[config.mk]
export PLATFORM = sky130hd
export DESIGN_NAME = div_unit
export DESIGN_NICKNAME = d
export VERILOG_FILES = /design/src/rtl/cpu_pkg.sv /design/src/rtl/div_step.sv /design/src/rtl/div_unit.sv
export SDC_FILE = /design/constraint.sdc
export NUM_CORES = 1
export LEC_CHECK = 0
export CAP_MARGIN = 40
export CORE_ASPECT_RATIO = 1.4
export CORE_MARGIN = 4
export CORE_UTILIZATION = 45
export DETAILED_ROUTE_END_ITERATION = 10
export PLACE_DENSITY = 0.76
export SYNTH_ARGS = -nofsm -noshare
export SYNTH_HDL_FRONTEND = slang
export SYNTH_SLANG_ARGS = --single-unit
[constraint.sdc]
create_clock -name clk -period 3.6 [get_ports clk]
set_input_delay 0.54 -clock clk [delete_from_list [all_inputs] [get_ports clk]]
set_output_delay 0.54 -clock clk [all_outputs]
set_load 0.005 [all_outputs]
[src/rtl/cpu_pkg.sv]
// Shared CPU definitions: M-extension divide op encodings, funct3 values and
// the divider state encoding.
package cpu_pkg;

  localparam logic [1:0] DIV_OP_DIV  = 2'b00;
  localparam logic [1:0] DIV_OP_DIVU = 2'b01;
  localparam logic [1:0] DIV_OP_REM  = 2'b10;
  localparam logic [1:0] DIV_OP_REMU = 2'b11;

  localparam logic [2:0] F3_DIV  = 3'b100;
  localparam logic [2:0] F3_DIVU = 3'b101;
  localparam logic [2:0] F3_REM  = 3'b110;
  localparam logic [2:0] F3_REMU = 3'b111;

  typedef enum logic [1:0] {
    DIV_IDLE = 2'd0,
    DIV_CALC = 2'd1,
    DIV_FIN  = 2'd2,
    DIV_FAST = 2'd3
  } div_state_e;

  // The divide funct3 values were chosen so their low two bits are the op code.
  function automatic logic [1:0] div_op_from_funct3(input logic [2:0] funct3);
    return funct3[1:0];
  endfunction

endpackage

[src/rtl/div_step.sv]
// One radix-2 restoring division iteration, purely combinational.
module div_step #(
  parameter int W = 32
) (
  input  logic [W:0]   rem,
  input  logic [W-1:0] quo,
  input  logic [W-1:0] dvs,
  output logic [W:0]   rem_next,
  output logic [W-1:0] quo_next
);

  logic [W+1:0] shifted;
  logic [W+1:0] diff;

  assign shifted = {rem, quo[W-1]};
  assign diff    = shifted - {2'b00, dvs};

  // The top bit of diff is the borrow: set means the trial subtract failed.
  always_comb begin
    if (!diff[W+1]) begin
      rem_next = diff[W:0];
      quo_next = {quo[W-2:0], 1'b1};
    end else begin
      rem_next = shifted[W:0];
      quo_next = {quo[W-2:0], 1'b0};
    end
  end

endmodule

[src/rtl/div_unit.sv]
// Multi-cycle RV32M divider (DIV/DIVU/REM/REMU), restoring radix-2 with a
// fast path for divide-by-zero and signed overflow. Optional DIV_DBZ_FLAG_EN adds dbz.
module div_unit
  import cpu_pkg::*;
#(
  parameter int DATA_WIDTH = 32,
  parameter int CNT_WIDTH  = 6
) (
  input  logic                  clk,
  input  logic                  rst,
  input  logic                  start,
  input  logic [1:0]            op,
  input  logic [DATA_WIDTH-1:0] dividend,
  input  logic [DATA_WIDTH-1:0] divisor,
  input  logic                  flush,
  output logic                  busy,
  output logic                  done,
`ifdef DIV_DBZ_FLAG_EN
  output logic                  dbz,
`endif
  output logic [DATA_WIDTH-1:0] result
);

  localparam int W = DATA_WIDTH;
  localparam logic [CNT_WIDTH-1:0] LAST_CNT = CNT_WIDTH'(DATA_WIDTH);

  div_state_e state, state_next;

  logic [CNT_WIDTH-1:0] cnt;
  logic [W:0]           rem_q, rem_nx;
  logic [W-1:0]         quo_q, quo_nx;
  logic [W-1:0]         dvs_q;
  logic [W-1:0]         fast_q;
  logic [W-1:0]         result_q;
  logic                 is_rem_q, neg_quo_q, neg_rem_q;
`ifdef DIV_DBZ_FLAG_EN
  logic                 dbz_q;
`endif

  logic         is_signed, a_neg, b_neg, div_zero, ovf, accept;
  logic [W-1:0] abs_a, abs_b, fast_val, final_val;

  assign is_signed = ~op[0];
  assign a_neg     = is_signed & dividend[W-1];
  assign b_neg     = is_signed & divisor[W-1];
  assign abs_a     = a_neg ? -dividend : dividend;
  assign abs_b     = b_neg ? -divisor : divisor;
  assign div_zero  = (divisor == '0);
  assign ovf       = is_signed && (dividend == {1'b1, {(W-1){1'b0}}}) && (divisor == '1);
  // Overflow DIV returns the most negative value, which is the dividend itself.
  assign fast_val  = div_zero ? (op[1] ? dividend : '1) : (op[1] ? '0 : dividend);
  assign accept    = start & ~flush & (state == DIV_IDLE);

  div_step #(.W(W)) u_step (
    .rem      (rem_q),
    .quo      (quo_q),
    .dvs      (dvs_q),
    .rem_next (rem_nx),
    .quo_next (quo_nx)
  );

  // NOTE: sequential state uses non-blocking (<=) so every flop samples pre-edge values.
  always_ff @(posedge clk) begin
    if (rst) state <= DIV_IDLE;
    else     state <= state_next;
  end

  // NOTE: every output of a combinational block gets a default first, so no path infers a latch.
  always_comb begin
    state_next = state;
    unique case (state)
      DIV_IDLE: if (accept) state_next = (div_zero || ovf) ? DIV_FAST : DIV_CALC;
      DIV_CALC: if (cnt == LAST_CNT) state_next = DIV_FIN;
      DIV_FIN:  state_next = DIV_IDLE;
      DIV_FAST: state_next = DIV_IDLE;
      default:  state_next = DIV_IDLE;
    endcase
    if (flush) state_next = DIV_IDLE;
  end

  always_comb begin
    final_val = fast_q;
    if (state != DIV_FAST) begin
      if (is_rem_q) final_val = neg_rem_q ? -rem_q[W-1:0] : rem_q[W-1:0];
      else          final_val = neg_quo_q ? -quo_q : quo_q;
    end
  end

  assign busy   = (state != DIV_IDLE);
  assign done   = ((state == DIV_FIN) || (state == DIV_FAST)) && !flush;
  assign result = done ? final_val : result_q;
`ifdef DIV_DBZ_FLAG_EN
  assign dbz    = done & dbz_q;
`endif

  // NOTE: the datapath is a handful of flops, not a memory, so all of it is reset.
  always_ff @(posedge clk) begin
    if (rst) begin
      cnt       <= '0;
      rem_q     <= '0;
      quo_q     <= '0;
      dvs_q     <= '0;
      fast_q    <= '0;
      result_q  <= '0;
      is_rem_q  <= 1'b0;
      neg_quo_q <= 1'b0;
      neg_rem_q <= 1'b0;
`ifdef DIV_DBZ_FLAG_EN
      dbz_q     <= 1'b0;
`endif
    end else begin
      if (accept) begin
        cnt       <= '0;
        rem_q     <= '0;
        quo_q     <= abs_a;
        dvs_q     <= abs_b;
        fast_q    <= fast_val;
        is_rem_q  <= op[1];
        neg_quo_q <= a_neg ^ b_neg;
        neg_rem_q <= a_neg;
`ifdef DIV_DBZ_FLAG_EN
        dbz_q     <= div_zero;
`endif
      end else if (state == DIV_CALC && cnt != LAST_CNT) begin
        rem_q <= rem_nx;
        quo_q <= quo_nx;
        cnt   <= cnt + CNT_WIDTH'(1);
      end
      if (done) result_q <= final_val;
    end
  end

endmodule

* Word-level counts from Yosys, hierarchy flattened
Cells that the tools add are included.
** Storage, ports and cells
- Output and inout port bits :: 34
- Input bits :: 70
- Flip-flop bits (word level) :: 172
** Cells by class
- Reduce and logical (&&, ||, !) cells :: 15
- $add $sub $neg :: 6
- Multiplexer cells :: 18
- Bitwise operators :: 7
- Equal/unequal tests :: 10
** Operator list (count)
- 32-bit two-way mux :: 12
- 32-bit negator :: 4
- 32-bit equality test, second input constant :: 2
- 34-bit by 32-bit subtractor with 34-bit output :: 1
- 33-bit two-way mux :: 1
- 32-bit logical NOT :: 1
- 6-bit by 1-bit adder with 6-bit output, second input constant :: 1
- 6-bit equality test, second input constant :: 1
- 2-bit two-way mux :: 3
- 2-bit inequality test, second input constant :: 3
- 6-bit inequality test, second input constant :: 1
- 2-bit case mux with 3 select lines :: 1
- 2-bit OR reduction :: 3
- 1-bit AND :: 4
- 2-bit equality test, second input constant :: 2
- 1-bit logical AND :: 4
- 2-bit nonzero test :: 2
- 2-bit by 1-bit equality test with 1-bit output, second input constant :: 1
- 2-bit logical NOT :: 1
- 1-bit logical OR :: 2
- 1-bit NOT :: 2
- 2-bit AND reduction :: 1
- 1-bit logical NOT :: 1
- 1-bit two-way mux :: 1
- 1-bit bitwise XOR :: 1

* Longest topological paths before layout
- Word-level depth :: 7
- Depth in mapped cells :: 13

* Hierarchy
Synthesis repeated with hierarchy kept, for this count alone.
** Unflattened totals
- Cells, all modules :: 1684
- Area total of the unflattened synthesis :: 12585.8 sq um
** Modules (own cells, without submodules)
- div_unit :: sequential area each 3443.3 sq um, cells an instance 1325, instances 1, area an instance 10182.3 sq um
- div_step :: sequential area each 0.0 sq um, cells an instance 359, instances 1, area an instance 2403.6 sq um

* Worst setup path before layout
OpenSTA, ideal clock, no wires.
- Path type :: register to output
- Start :: register rem_q[10]
- End :: output port result[29]
- Arrival :: 2.967 ns
- Slack :: 0.093 ns
- Buffers on the path :: 0
- Cell stages (with the launch flop) :: 10
- Data required time :: 3.060 ns
- Cells stage by stage :: dfxtp_1 or4_4 or4_4 or3_1 or3_4 or3_4 o31ai_4 xnor2_1 mux2i_1 a21oi_1
** Between the ends
- Word-level cells in the longest chain between the ends :: 5
** Ends and longest elaborated chain
- start, declared :: RTL line div_unit.sv:30 : logic [W:0] rem_q, rem_nx;
- start signal, assigned :: RTL line div_unit.sv:125 : rem_q <= rem_nx;
- 32-bit negator :: RTL line div_unit.sv:84 : if (is_rem_q) final_val = neg_rem_q ? -rem_q[W-1:0] : rem_q[W-1:0];
- 32-bit two-way mux (2 in a row) :: RTL line div_unit.sv:84
- 32-bit two-way mux :: RTL line div_unit.sv:83 : if (state != DIV_FAST) begin
- 32-bit two-way mux
- end, declared :: RTL line div_unit.sv:21 : output logic [DATA_WIDTH-1:0] result
No other way between the ends.

* Worst setup path in the final report
Same ends and word-level chain as after synthesis.

==> flow_summary.ini <==
[grt]
grt_pass1_wl_um = 64100
antenna_found_initial = 0
overflow = 0
grt_pass1_vias = 12100
grt_max_degree = 81
track_usage_pct = 27.1

[synthesis]
synth_ff_type = dfxtp_1
avgSynthCellArea_um2 = 7.39
synth-edff-count = 0
ys_seq_elements = 172
yosys.cell_types.count = 62
yosysWarnings = 0
syn_area_mm2 = 0.0120
async_reset_ff_share_pct = 0
syn-num-nets = 1740
synth_cells = 1630
ys_seq_area_share_pct = 28.6

[clock_tree]
clock_sink_count = 172
ctsRootBufferMaster = clkbuf_16
cts_max_path_buffers = 2
ctsHoldBuffers = 0
numCtsBuffers = 17
clkLatencyLatePin_ns = 0.45
cts_tree = yes
ctsHtreeMaxLevel = 4
clk_pin_slew_ns = 0.07

[min_path]
whs_endpoint = result_q[0]
hold_path.class = reg2reg
hold_depth = 2
min-delay-start = result_q[0]

[setup_path]
required_ns = 3.06
r2r_end = rem_q[4]
cp-start-kind = flip-flop
cp_max_fo = 3
critPathCaptureType = primary output
r2r_slack_ns = 0.19
crit_type = reg2out
cp_common_cell = or3_4
crit_chain = or4_4 > or4_4 > or3_4 > or3_4 > or3_4 > buf_6 > o31ai_4 > xnor2_1 > mux2i_1 > a21oi_1 > buf_2
crit_path_max_incr_delay_ns = 0.53
arrival_ns = 3.66
cpMaxStageDelayCell = or4_4
r2r-start = rem_q[17]
ff2ff_path_depth = 11

[power]
vdd_ir_drop_max_mv = 0.272
powerDensity_mw_per_mm2 = 367
total_leakage_power_nw = 5.75

[run]
maxCapViolCount = 0

[sta]
holdWs_ns = 0.468
post-route-period-util_pct = 117
finalSetupTns_ns = -4.31
hold_violations = 0
worst_pin_slew_ns = 0.927
max_clock_freq_mhz = 238
rsz0062_at_grt = yes
period_minus_slack_ns = 4.20
max-slew-margin-rel_pct = 37.6
skew_ns = 0.0107
setup_ws_ns = -0.595
slew_viol_final = 0
setup_viol = 12

[die]
io_pins = 104
die_h_um = 202
dieArea_mm2 = 0.0295
row_count = 70
initial_utilization_pct = 45.8
fp.dieW_um = 146
core_mm2 = 0.0263

[layout]
final_common_cell = nor2_1
n_fill_cell = 2415
diodes = 0
area_growth_pct = 26.7
drive_gt1_share_pct = 15.1
final_nets = 1908
final_cell_mix = 178 x nor2_1, 168 x dfxtp_1, 162 x nand2_1, 149 x buf_4, 129 x a21oi_1

[route]
wl_per_cell_um = 19.2
vias = 12700
initialDrtViolationCount = 998
dr.pass1.iters = 6
drc = 0
viasPerCell = 5.95
drt_wl_total_um = 41000
drt.antenna.violating_nets = 0

[run_status]
failed_checks = setup timing
status = finished, violations left

[placement]
place.gp.congestion = 1.03
hpwl_um = 31300
numPortBuffers = 103
## per-layer routing
layer | global-route usage (%) | part of all wire [%] | vias to the layer above
li1 | - | - | 6171
met1 | 28.7 | 37 | 5973
met5 | 0 | 0 | -
met2 | 48.0 | 50 | 421
met3 | 3.87 | 4.4 | 133
met4 | 20.9 | 8.5 | 0
## report_power, final
group / switching, mW / total [mW] / internal [mW]
Sequential: 0.0731 / 2.06 / 1.99
Clock: 0.811 / 1.88 / 1.06
Combinational: 0.930 / 1.67 / 0.735
Total: 1.81 / 5.60 / 3.79
## cells in the mapped netlist (6+ instances only)
master | count | area [µm²]
nor2_1 | 179 | 672
dfxtp_1 | 172 | 3440
nand2_1 | 164 | 616
o21ai_0 | 138 | 691
a21oi_1 | 133 | 666
clkbuf_1 | 102 | 383
xor2_1 | 72 | 631
xnor2_1 | 70 | 613
inv_1 | 54 | 203
a211oi_1 | 52 | 390
o211ai_1 | 47 | 353
nor2b_1 | 41 | 257
ha_1 | 39 | 488
mux2i_1 | 36 | 360
a22oi_1 | 29 | 218
o31ai_1 | 27 | 203
nand3_1 | 26 | 130
nor3_1 | 23 | 115
nand4_1 | 21 | 131
or3_1 | 18 | 113
nor4_1 | 15 | 93.8
nand2b_1 | 14 | 87.6
a21o_1 | 12 | 90.1
buf_1 | 11 | 41.3
o41ai_1 | 11 | 96.3
or4_1 | 11 | 82.6
and2_1 | 10 | 62.6
o22ai_1 | 10 | 62.6
a31oi_1 | 9 | 56.3
and3_1 | 8 | 50.1
nor3b_1 | 8 | 60.1
a311oi_1 | 6 | 52.6
o21a_1 | 6 | 45.0
## flip-flops by register name (all words and copies together) (netlist names), 2 cells and up
register  count
result_q     32
dvs_q        32
quo_q        32
rem_q        33
cnt           6
state         2
fast_q       32
## how the worst max path moves through the flow
| stage | slack, ns | start | to |
|---|---|---|---|
| 3_5_place_dp | -0.41 | rem_q[10] | result[31] |
| 4_1_cts | -0.61 | rem_q[10] | result[29] |
| 5_1_grt | -0.71 | rem_q[10] | result[29] |
| 3_3_place_gp | -0.42 | rem_q[10] | result[29] |
| 2_1_floorplan | 0.09 | rem_q[10] | result[29] |
| 6_report | -0.60 | rem_q[10] | result[29] |
## area by class of cell
cell class / count / area [µm²] / share of cell area (%)
clock buffer: 20 / 457 / 2.99
clock inverter: 12 / 140 / 0.918
inverter: 55 / 210 / 1.38
multi-input combinational: 1289 / 8320 / 54.5
sequential: 172 / 3450 / 22.6
tap: 324 / 405 / 2.66
timing repair buffer: 263 / 2280 / 15.0
## per-stage QoR
step	setup slack, ns	util [%]	instances	total power [mW]	cell area (µm²)
6_report	-0.595	58.1	2135	5.60	15300
3_5_place_dp	-0.413	54.4	2093	3.60	14300
4_1_cts	-0.606	57.5	2133	5.54	15100
2_1_floorplan	0.0925	-	1630	3.02	12000
3_3_place_gp	-0.418	54.3	2092	3.58	14300
5_1_grt	-0.710	58.1	2135	5.84	15300
## kinds of logic (layout without fill, tap and decap cells)
logic type | after synthesis | after routing | synth area share (%)
adder cells (fa/ha/maj) | 40 | 40 | 4.22
AND/OR/NAND/NOR | 553 | 553 | 21.6
buffers and inverters | 169 | 350 | 5.28
flip-flops | 172 | 172 | 28.6
AO/OA/AOI/OAI | 518 | 518 | 27.0
XOR/XNOR | 142 | 142 | 10.3
multiplexers | 36 | 36 | 2.99
## timing repair
item / 4_1_cts / 5_1_grt
pin swaps: 20 / 24
setup endpoints to repair: 23 / 43
resized for setup: 92 / 50
buffers inserted: 8 / 2
## critical path: cells and delay by family, from the launching register on
family / cells / cell delay [ns]
AND/OR/NAND/NOR: 5 / 2.07
flip-flops: 1 / 0.32
AO/OA/AOI/OAI: 2 / 0.30
buffers and inverters: 2 / 0.26
XOR/XNOR: 1 / 0.14
multiplexers: 1 / 0.11
(Power assumes the default switching activity.)
